<file path="src/rtl/maze_pkg.sv">
// Shared types for the depth-first maze solver: move codes, FSM states and
// single-step neighbour arithmetic with a grid bounds check.
package maze_pkg;

  localparam int CW = 16;

  typedef enum logic [1:0] {
    UP    = 2'b00,
    RIGHT = 2'b01,
    LEFT  = 2'b10,
    DOWN  = 2'b11
  } move_t;

  typedef enum logic [3:0] {
    IDLE, INIT, PROBE, CHECK, ADVANCE, BACK, DONE, FAIL, REPLAY
  } state_t;

  typedef struct packed {
    logic [CW-1:0] x;
    logic [CW-1:0] y;
    logic          ok;
  } step_t;

  // Codes are laid out so that the reverse move is the bitwise complement.
  function automatic move_t opposite(input move_t m);
    return move_t'(~m);
  endfunction

  function automatic step_t step(input logic [CW-1:0] x, input logic [CW-1:0] y,
                                 input logic [CW-1:0] xmax, input logic [CW-1:0] ymax,
                                 input move_t m);
    step_t s;
    s.x  = x;
    s.y  = y;
    s.ok = 1'b0;
    case (m)
      UP:    begin s.ok = (y != '0);   s.y = y - CW'(1); end
      RIGHT: begin s.ok = (x != xmax); s.x = x + CW'(1); end
      LEFT:  begin s.ok = (x != '0);   s.x = x - CW'(1); end
      DOWN:  begin s.ok = (y != ymax); s.y = y + CW'(1); end
    endcase
    return s;
  endfunction

endpackage

</file>
<file path="src/rtl/move_stack.sv">
// LIFO of 2-bit moves with a random-access read port so a found path can be replayed.
// Push/pop take effect on the clock edge; top and rdata are combinational reads.
module move_stack
  import maze_pkg::*;
#(
  parameter int DEPTH = 256,
  localparam int PW = $clog2(DEPTH + 1),
  localparam int AW = (DEPTH > 1) ? $clog2(DEPTH) : 1
) (
  input  logic          clk,
  input  logic          rst,
  input  logic          clr,
  input  logic          push,
  input  logic          pop,
  input  move_t         push_dat,
  input  logic [AW-1:0] raddr,
  output move_t         top,
  output move_t         rdata,
  output logic [PW-1:0] count,
  output logic          empty,
  output logic          full
);

  move_t         mem [DEPTH];
  logic [PW-1:0] sp;
  logic [AW-1:0] tidx;

  assign tidx  = AW'(sp - PW'(1));
  assign top   = mem[tidx];
  assign rdata = mem[raddr];
  assign count = sp;
  assign empty = (sp == '0);
  assign full  = (sp == PW'(DEPTH));

  always_ff @(posedge clk) begin
    if (push && !full) mem[AW'(sp)] <= push_dat;
  end

  always_ff @(posedge clk) begin
    if (rst || clr)         sp <= '0;
    else if (push && !full) sp <= sp + PW'(1);
    else if (pop && !empty) sp <= sp - PW'(1);
  end

endmodule

</file>
<file path="src/rtl/maze_solver_p.sv">
// Depth-first maze solver: 2 cycles per in-bounds probe, 1 per advance/backtrack/init.
// Replay streams the path one move per cycle; move holds while move_ready is low.
module maze_solver_p
  import maze_pkg::*;
#(
  parameter int X_W   = 4,
  parameter int Y_W   = 4,
  parameter int DEPTH = 256
) (
  input  logic           clk,
  input  logic           rst,
  input  logic           start,
  input  logic           run,
  input  logic [X_W-1:0] start_x,
  input  logic [Y_W-1:0] start_y,
  input  logic [X_W-1:0] goal_x,
  input  logic [Y_W-1:0] goal_y,
  input  logic           din,
  output logic [X_W-1:0] pose_x,
  output logic [Y_W-1:0] pose_y,
  output logic           rd,
  output logic           wr,
  output logic           dout,
  output logic           done,
  output logic           fail,
  output logic [1:0]     move,
  output logic           move_valid,
  input  logic           move_ready
);

  localparam int PW = $clog2(DEPTH + 1);
  localparam int AW = (DEPTH > 1) ? $clog2(DEPTH) : 1;
  localparam logic [CW-1:0] XMAX = CW'((1 << X_W) - 1);
  localparam logic [CW-1:0] YMAX = CW'((1 << Y_W) - 1);

  state_t        state, nstate;
  logic [CW-1:0] cx, cy, gx, gy, px, py;
  logic [1:0]    dir;
  logic [PW-1:0] ridx, rnext;

  logic          stk_push, stk_pop, stk_clr, stk_empty, stk_full;
  move_t         stk_top, stk_rdata;
  logic [PW-1:0] stk_cnt;
  logic [AW-1:0] stk_raddr;

  step_t         par, nb;
  step_t         st [4];
  logic [CW-1:0] base_x, base_y;
  logic [2:0]    base_d, sd;
  logic          found, cur_goal, adv_goal;

  move_stack #(.DEPTH(DEPTH)) u_stk (
    .clk(clk), .rst(rst), .clr(stk_clr), .push(stk_push), .pop(stk_pop),
    .push_dat(move_t'(dir)), .raddr(stk_raddr), .top(stk_top), .rdata(stk_rdata),
    .count(stk_cnt), .empty(stk_empty), .full(stk_full)
  );

  assign pose_x   = px[X_W-1:0];
  assign pose_y   = py[Y_W-1:0];
  assign dout     = 1'b1;
  assign done     = (state == DONE) || (state == REPLAY);
  assign fail     = (state == FAIL);
  assign rnext    = ridx + PW'(1);
  assign cur_goal = (cx == gx) && (cy == gy);
  assign adv_goal = (px == gx) && (py == gy);

  // Pick the cell and first direction to scan from, then the first in-bounds
  // direction at or after it; out-of-grid directions cost no cycles.
  always_comb begin
    par    = step(cx, cy, XMAX, YMAX, opposite(stk_top));
    base_x = cx;
    base_y = cy;
    base_d = 3'd0;
    case (state)
      CHECK:   base_d = {1'b0, dir} + 3'd1;
      ADVANCE: begin base_x = px; base_y = py; end
      BACK: if (par.ok) begin
        base_x = par.x;
        base_y = par.y;
        base_d = {1'b0, stk_top} + 3'd1;
      end
      default: ;
    endcase
    sd = 3'd4;
    for (int i = 3; i >= 0; i--) begin
      st[i] = step(base_x, base_y, XMAX, YMAX, move_t'(2'(i)));
      if (st[i].ok && (3'(i) >= base_d)) sd = 3'(i);
    end
    found = !sd[2];
    nb    = st[sd[1:0]];
  end

  always_comb begin
    nstate    = state;
    stk_push  = 1'b0;
    stk_pop   = 1'b0;
    stk_clr   = 1'b0;
    stk_raddr = '0;
    case (state)
      IDLE:  if (start) nstate = INIT;
      INIT: begin
        stk_clr = 1'b1;
        if (cur_goal) nstate = DONE;
        else          nstate = found ? PROBE : BACK;
      end
      PROBE: nstate = CHECK;
      CHECK: begin
        if (!din) nstate = ADVANCE;
        else      nstate = found ? PROBE : BACK;
      end
      ADVANCE: begin
        if (stk_full) nstate = FAIL;
        else begin
          stk_push = 1'b1;
          if (adv_goal) nstate = DONE;
          else          nstate = found ? PROBE : BACK;
        end
      end
      BACK: begin
        if (stk_empty) nstate = FAIL;
        else begin
          stk_pop = 1'b1;
          nstate  = found ? PROBE : BACK;
        end
      end
      DONE: begin
        if (start)    nstate = INIT;
        else if (run) nstate = REPLAY;
      end
      FAIL:  if (start) nstate = INIT;
      REPLAY: begin
        stk_raddr = AW'(rnext);
        if (stk_empty) nstate = DONE;
        else if (move_valid && move_ready && (rnext == stk_cnt)) nstate = DONE;
      end
      default: nstate = IDLE;
    endcase
  end

  always_ff @(posedge clk) begin
    if (rst) begin
      state      <= IDLE;
      cx         <= '0;
      cy         <= '0;
      gx         <= '0;
      gy         <= '0;
      px         <= '0;
      py         <= '0;
      dir        <= '0;
      ridx       <= '0;
      rd         <= 1'b0;
      wr         <= 1'b0;
      move       <= '0;
      move_valid <= 1'b0;
    end else begin
      state <= nstate;
      rd    <= (nstate == PROBE);
      wr    <= 1'b0;
      if (nstate == INIT) begin
        cx <= CW'(start_x);
        cy <= CW'(start_y);
        gx <= CW'(goal_x);
        gy <= CW'(goal_y);
        px <= CW'(start_x);
        py <= CW'(start_y);
        wr <= 1'b1;
      end
      if (nstate == PROBE) begin
        px  <= nb.x;
        py  <= nb.y;
        dir <= sd[1:0];
      end
      // A blocked advance (stack full) must leave memory untouched.
      if (nstate == ADVANCE) wr <= !stk_full;
      if (state == ADVANCE && !stk_full) begin
        cx <= px;
        cy <= py;
      end
      if (state == BACK && !stk_empty) begin
        cx <= par.x;
        cy <= par.y;
      end
      if (state == DONE && nstate == REPLAY) begin
        ridx       <= '0;
        move       <= stk_rdata;
        move_valid <= !stk_empty;
      end
      if (state == REPLAY && move_valid && move_ready) begin
        ridx <= rnext;
        if (rnext == stk_cnt) move_valid <= 1'b0;
        else                  move       <= stk_rdata;
      end
    end
  end

endmodule

</file>
<file path="config.mk">
export PLATFORM = sky130hd
export DESIGN_NAME = maze_solver_p
export DESIGN_NICKNAME = d
export VERILOG_FILES = /design/src/rtl/maze_pkg.sv /design/src/rtl/move_stack.sv /design/src/rtl/maze_solver_p.sv
export SDC_FILE = /design/constraint.sdc
export NUM_CORES = 2
export LEC_CHECK = 0
export ABC_CLOCK_PERIOD_IN_PS = 29300
export BUFFER_PORTS_ARGS = -buffer_cell sky130_fd_sc_hd__buf_2
export CAP_MARGIN = 25
export CORE_ASPECT_RATIO = 0.8
export CORE_MARGIN = 2
export CORE_UTILIZATION = 35
export CTS_BUF_LIST = sky130_fd_sc_hd__clkbuf_8
export DETAILED_ROUTE_END_ITERATION = 7
export GPL_TIMING_DRIVEN = 0
export PLACE_DENSITY = 0.53
export SYNTH_ARGS = -nofsm -noshare
export SYNTH_HDL_FRONTEND = slang
export SYNTH_SLANG_ARGS = --single-unit
</file>
<file path="constraint.sdc">
create_clock -name clk -period 29.3 [get_ports clk]
set_input_delay 2.93 -clock clk [delete_from_list [all_inputs] [get_ports clk]]
set_output_delay 2.93 -clock clk [all_outputs]
set_load 0.05 [all_outputs]
</file>
==> metrics <==
status=finished, final reports clean; Cell Count, Final, Fillers Out=4855; root buf cell=clkbuf_8; Syn. warnings=0; Period minus WS final=13430 ps; Yosys reg bits=613; Post-CTS Setup Bufs=0; initial antenna violation count=11; nets@finish=3499; Switching Fraction=41.4%; Post-synth top flop=edfxtp_1; Sink Count=613; Core Area=100000 µm²; critical path peak fanout=19; routed vias=32.4k; # H-tree levels=3; gp weighted congestion=0.998; CTS max path bufs=3; syn avg cell area=10.9 µm²; Max IR drop VDD=0.0000456 V; vias in the first global route=29.9k; Detailed Place HPWL=120 mm; Sequential Power Share=35.0%; Total Routing Usage GR=32.2%; post_cts resized=0; Fmax achieved=74.5 MHz; syn nets=3299; Max-Cap Viols=0; Hold WC Path Type=register to register; Yosys cell types=101; sw power=1.26 mW; placed insts=4641; Die Wd=359 µm; CTS tree=built; Hold WS=518 ps; layout overhead on the synthesized area=14.0%; final setup vio count=0; cells taking the most area after synthesis=edfxtp_1, mux4_2, dfxtp_1, nor2_1, a211oi_1; Final WS setup=15870 ps; total gr overflow=0; period utilization=45.8%; Die ar.=103000 µm²; Int Power=1.78 mW; Hold-fix buffers, CTS=0; # fillers=9747; Initial DRT Pass Iterations=7; sequential cell area fraction in the yosys report=49.3%; Max-Slew Margin vs Limit=12.8%; Routed Antenna Nets=0; Setup Crit Path Kind=register to register; via/cell ratio=6.67; post-synthesis cell count=3230; clock latency on the worst-skew pair=840 ps; total wire length=171 mm; Setup WS pre-CTS=16330 ps; Post-synth EDFFs=512; share of total power in the clock network=26.5%; Starting Density=35.2%; CP Data Required Time=30030 ps; Pleak=12.3 nW; Worst EP arrival=14160 ps; RSZ-0062 raised after global routing=false; ratio of cells with drive above 1 in the final layout=14.0%; Die Span Y=288 µm; largest net degree at the start of global routing=91; Post-synth ARST share=0%; CP max stage cell=buf_1; worst-margin pin slew=1310 ps; clock slew at reported path FFs=70 ps; post-route setup TNS=0 ps; Worst path most repeated cell=mux4_2; power per cell area=75.6 nW/µm²; area leader, netlist=edfxtp_1; area of the mapped netlist=35300 µm²; I/O pin count=38; num rows=104; Critical Path Start Type=register; WL/cell=35.2 µm; Comb pwr share=38.5%; first-pass GRT wire length=235 mm; slowest cell delay on critical path=700 ps; IO Port Bufs=36; Yosys top cell area share=43.6%; Residual DRC=0; Critical Path End Type=register; Final Max Slew Viols=0; CTS buffer count=104; clk_skew=87.0 ps; 1st-iter DRT viols=6286; Hold Vio Cnt, Final=0
cell families after synthesis:
logic type | after synthesis | share of synthesized area [%]
buffers and inverters | 313 | 3.67
flip-flops | 613 | 49.3
XOR/XNOR | 96 | 2.40
AO/OA/AOI/OAI | 862 | 17.3
other | 1 | 0.0106
multiplexers | 194 | 10.8
adder cells (fa/ha/maj) | 47 | 1.71
AND/OR/NAND/NOR | 1104 | 14.7
critical path, delay by kind of cell (launching register included):
family,cells,cell delay [ps]
adder cells (fa/ha/maj),3,1440
AND/OR/NAND/NOR,5,1350
flip-flops,1,400
buffers and inverters,13,4900
multiplexers,4,2140
AO/OA/AOI/OAI,10,3060
cell usage after synthesis, types with 13 or more instances:
cell	number
o211ai_1	13
o22ai_1	47
nand2b_1	107
a21oi_1	181
a211oi_1	156
nor3_1	30
dfxtp_1	101
a22oi_1	13
a221o_1	14
o21a_1	15
nor4_1	19
and3_1	13
mux2i_1	38
buf_2	21
buf_4	15
xnor2_1	60
xor2_1	35
buf_1	22
o21ai_0	78
mux4_2	150
and2_1	70
a221oi_1	16
nor2b_1	21
ha_1	45
clkbuf_1	218
o2111ai_1	50
a31oi_1	76
a222oi_1	20
a22o_1	20
nand4_1	21
o311ai_0	49
or3_1	13
nand2_1	287
nor2_1	410
edfxtp_1	512
inv_1	29
nand3_1	56
sequential cells by signal, indices dropped and copies added, names as in the netlist:
register,flops
cy,16
move,2
move_valid,1
wr,1
px,16
cx,16
u_stk.count,9
py,16
gy,4
ridx,9
state,4
dir,2
gx,4
rd,1
u_stk.mem,512
power groups by stage:
stage / Combinational [mW] / Clock, mW / Sequential (mW)
final: 1.17 / 0.805 / 1.07
after global routing: 1.22 / 0.843 / 1.07
after CTS: 1.12 / 0.808 / 1.06
after detailed placement: 1.12 / 0 / 1.08
after global placement: 1.05 / 0 / 1.16
after floorplan: 0.696 / 0 / 1.10
routing by layer:
layer	vias to the layer above	routed length [µm]	track usage, %	share of wire [%]
met5	-	152	0.730	0.089
met2	2958	67000	43.5	39
met3	557	28100	14.5	16
met1	15922	67300	43.7	39
met4	6	8420	14.3	4.9
li1	12942	-	-	-
stage by stage:
stage / utilization, % / cell area [µm²] / power, mW
after global placement: 37.0 / 37100 / 2.21
after detailed placement: 37.9 / 38100 / 2.20
after global routing: 40.1 / 40200 / 3.13
after floorplan: - / 35300 / 1.79
after CTS: 40.0 / 40100 / 2.99
final: 40.1 / 40300 / 3.04
final cells by class:
cell class / instances / area [µm²] / share of cell area (%)
timing repair buffer: 94 / 1140 / 2.83
sequential: 613 / 17400 / 43.2
clock buffer: 108 / 1490 / 3.69
clock inverter: 87 / 581 / 1.44
multi-input combinational: 2304 / 16700 / 41.4
antenna: 11 / 27.5 / 0.0684
tap: 1325 / 1660 / 4.12
inverter: 32 / 120 / 0.298
buffer: 281 / 1190 / 2.95
path summary, 6_finish.rpt:
path / startpoint / endpoint / slack (ps) / cells after the start
worst min-delay path: move[0] / move[0] / 520 / 2
worst min register to register: move[0] / move[0] / 520 / 2
worst max-delay path: u_stk.count[0] / cy[3] / 15870 / 35
worst max register to register: u_stk.count[0] / cy[3] / 15870 / 35
layout by cell type, fill, tap and decap left out, drive strengths merged, types with 56 or more instances in the layout:
cell	Yosys	final
edfxtp	512	512
nor2	412	412
clkbuf	218	326
nand2	287	287
a21oi	182	182
a211oi	157	157
buf	63	157
mux4	150	150
nand2b	108	108
dfxtp	101	101
o21ai	78	78
a31oi	77	77
and2	74	74
inv	31	63
xnor2	60	60
nand3	56	56
Note: power is estimated with default switching activity, not from simulation.
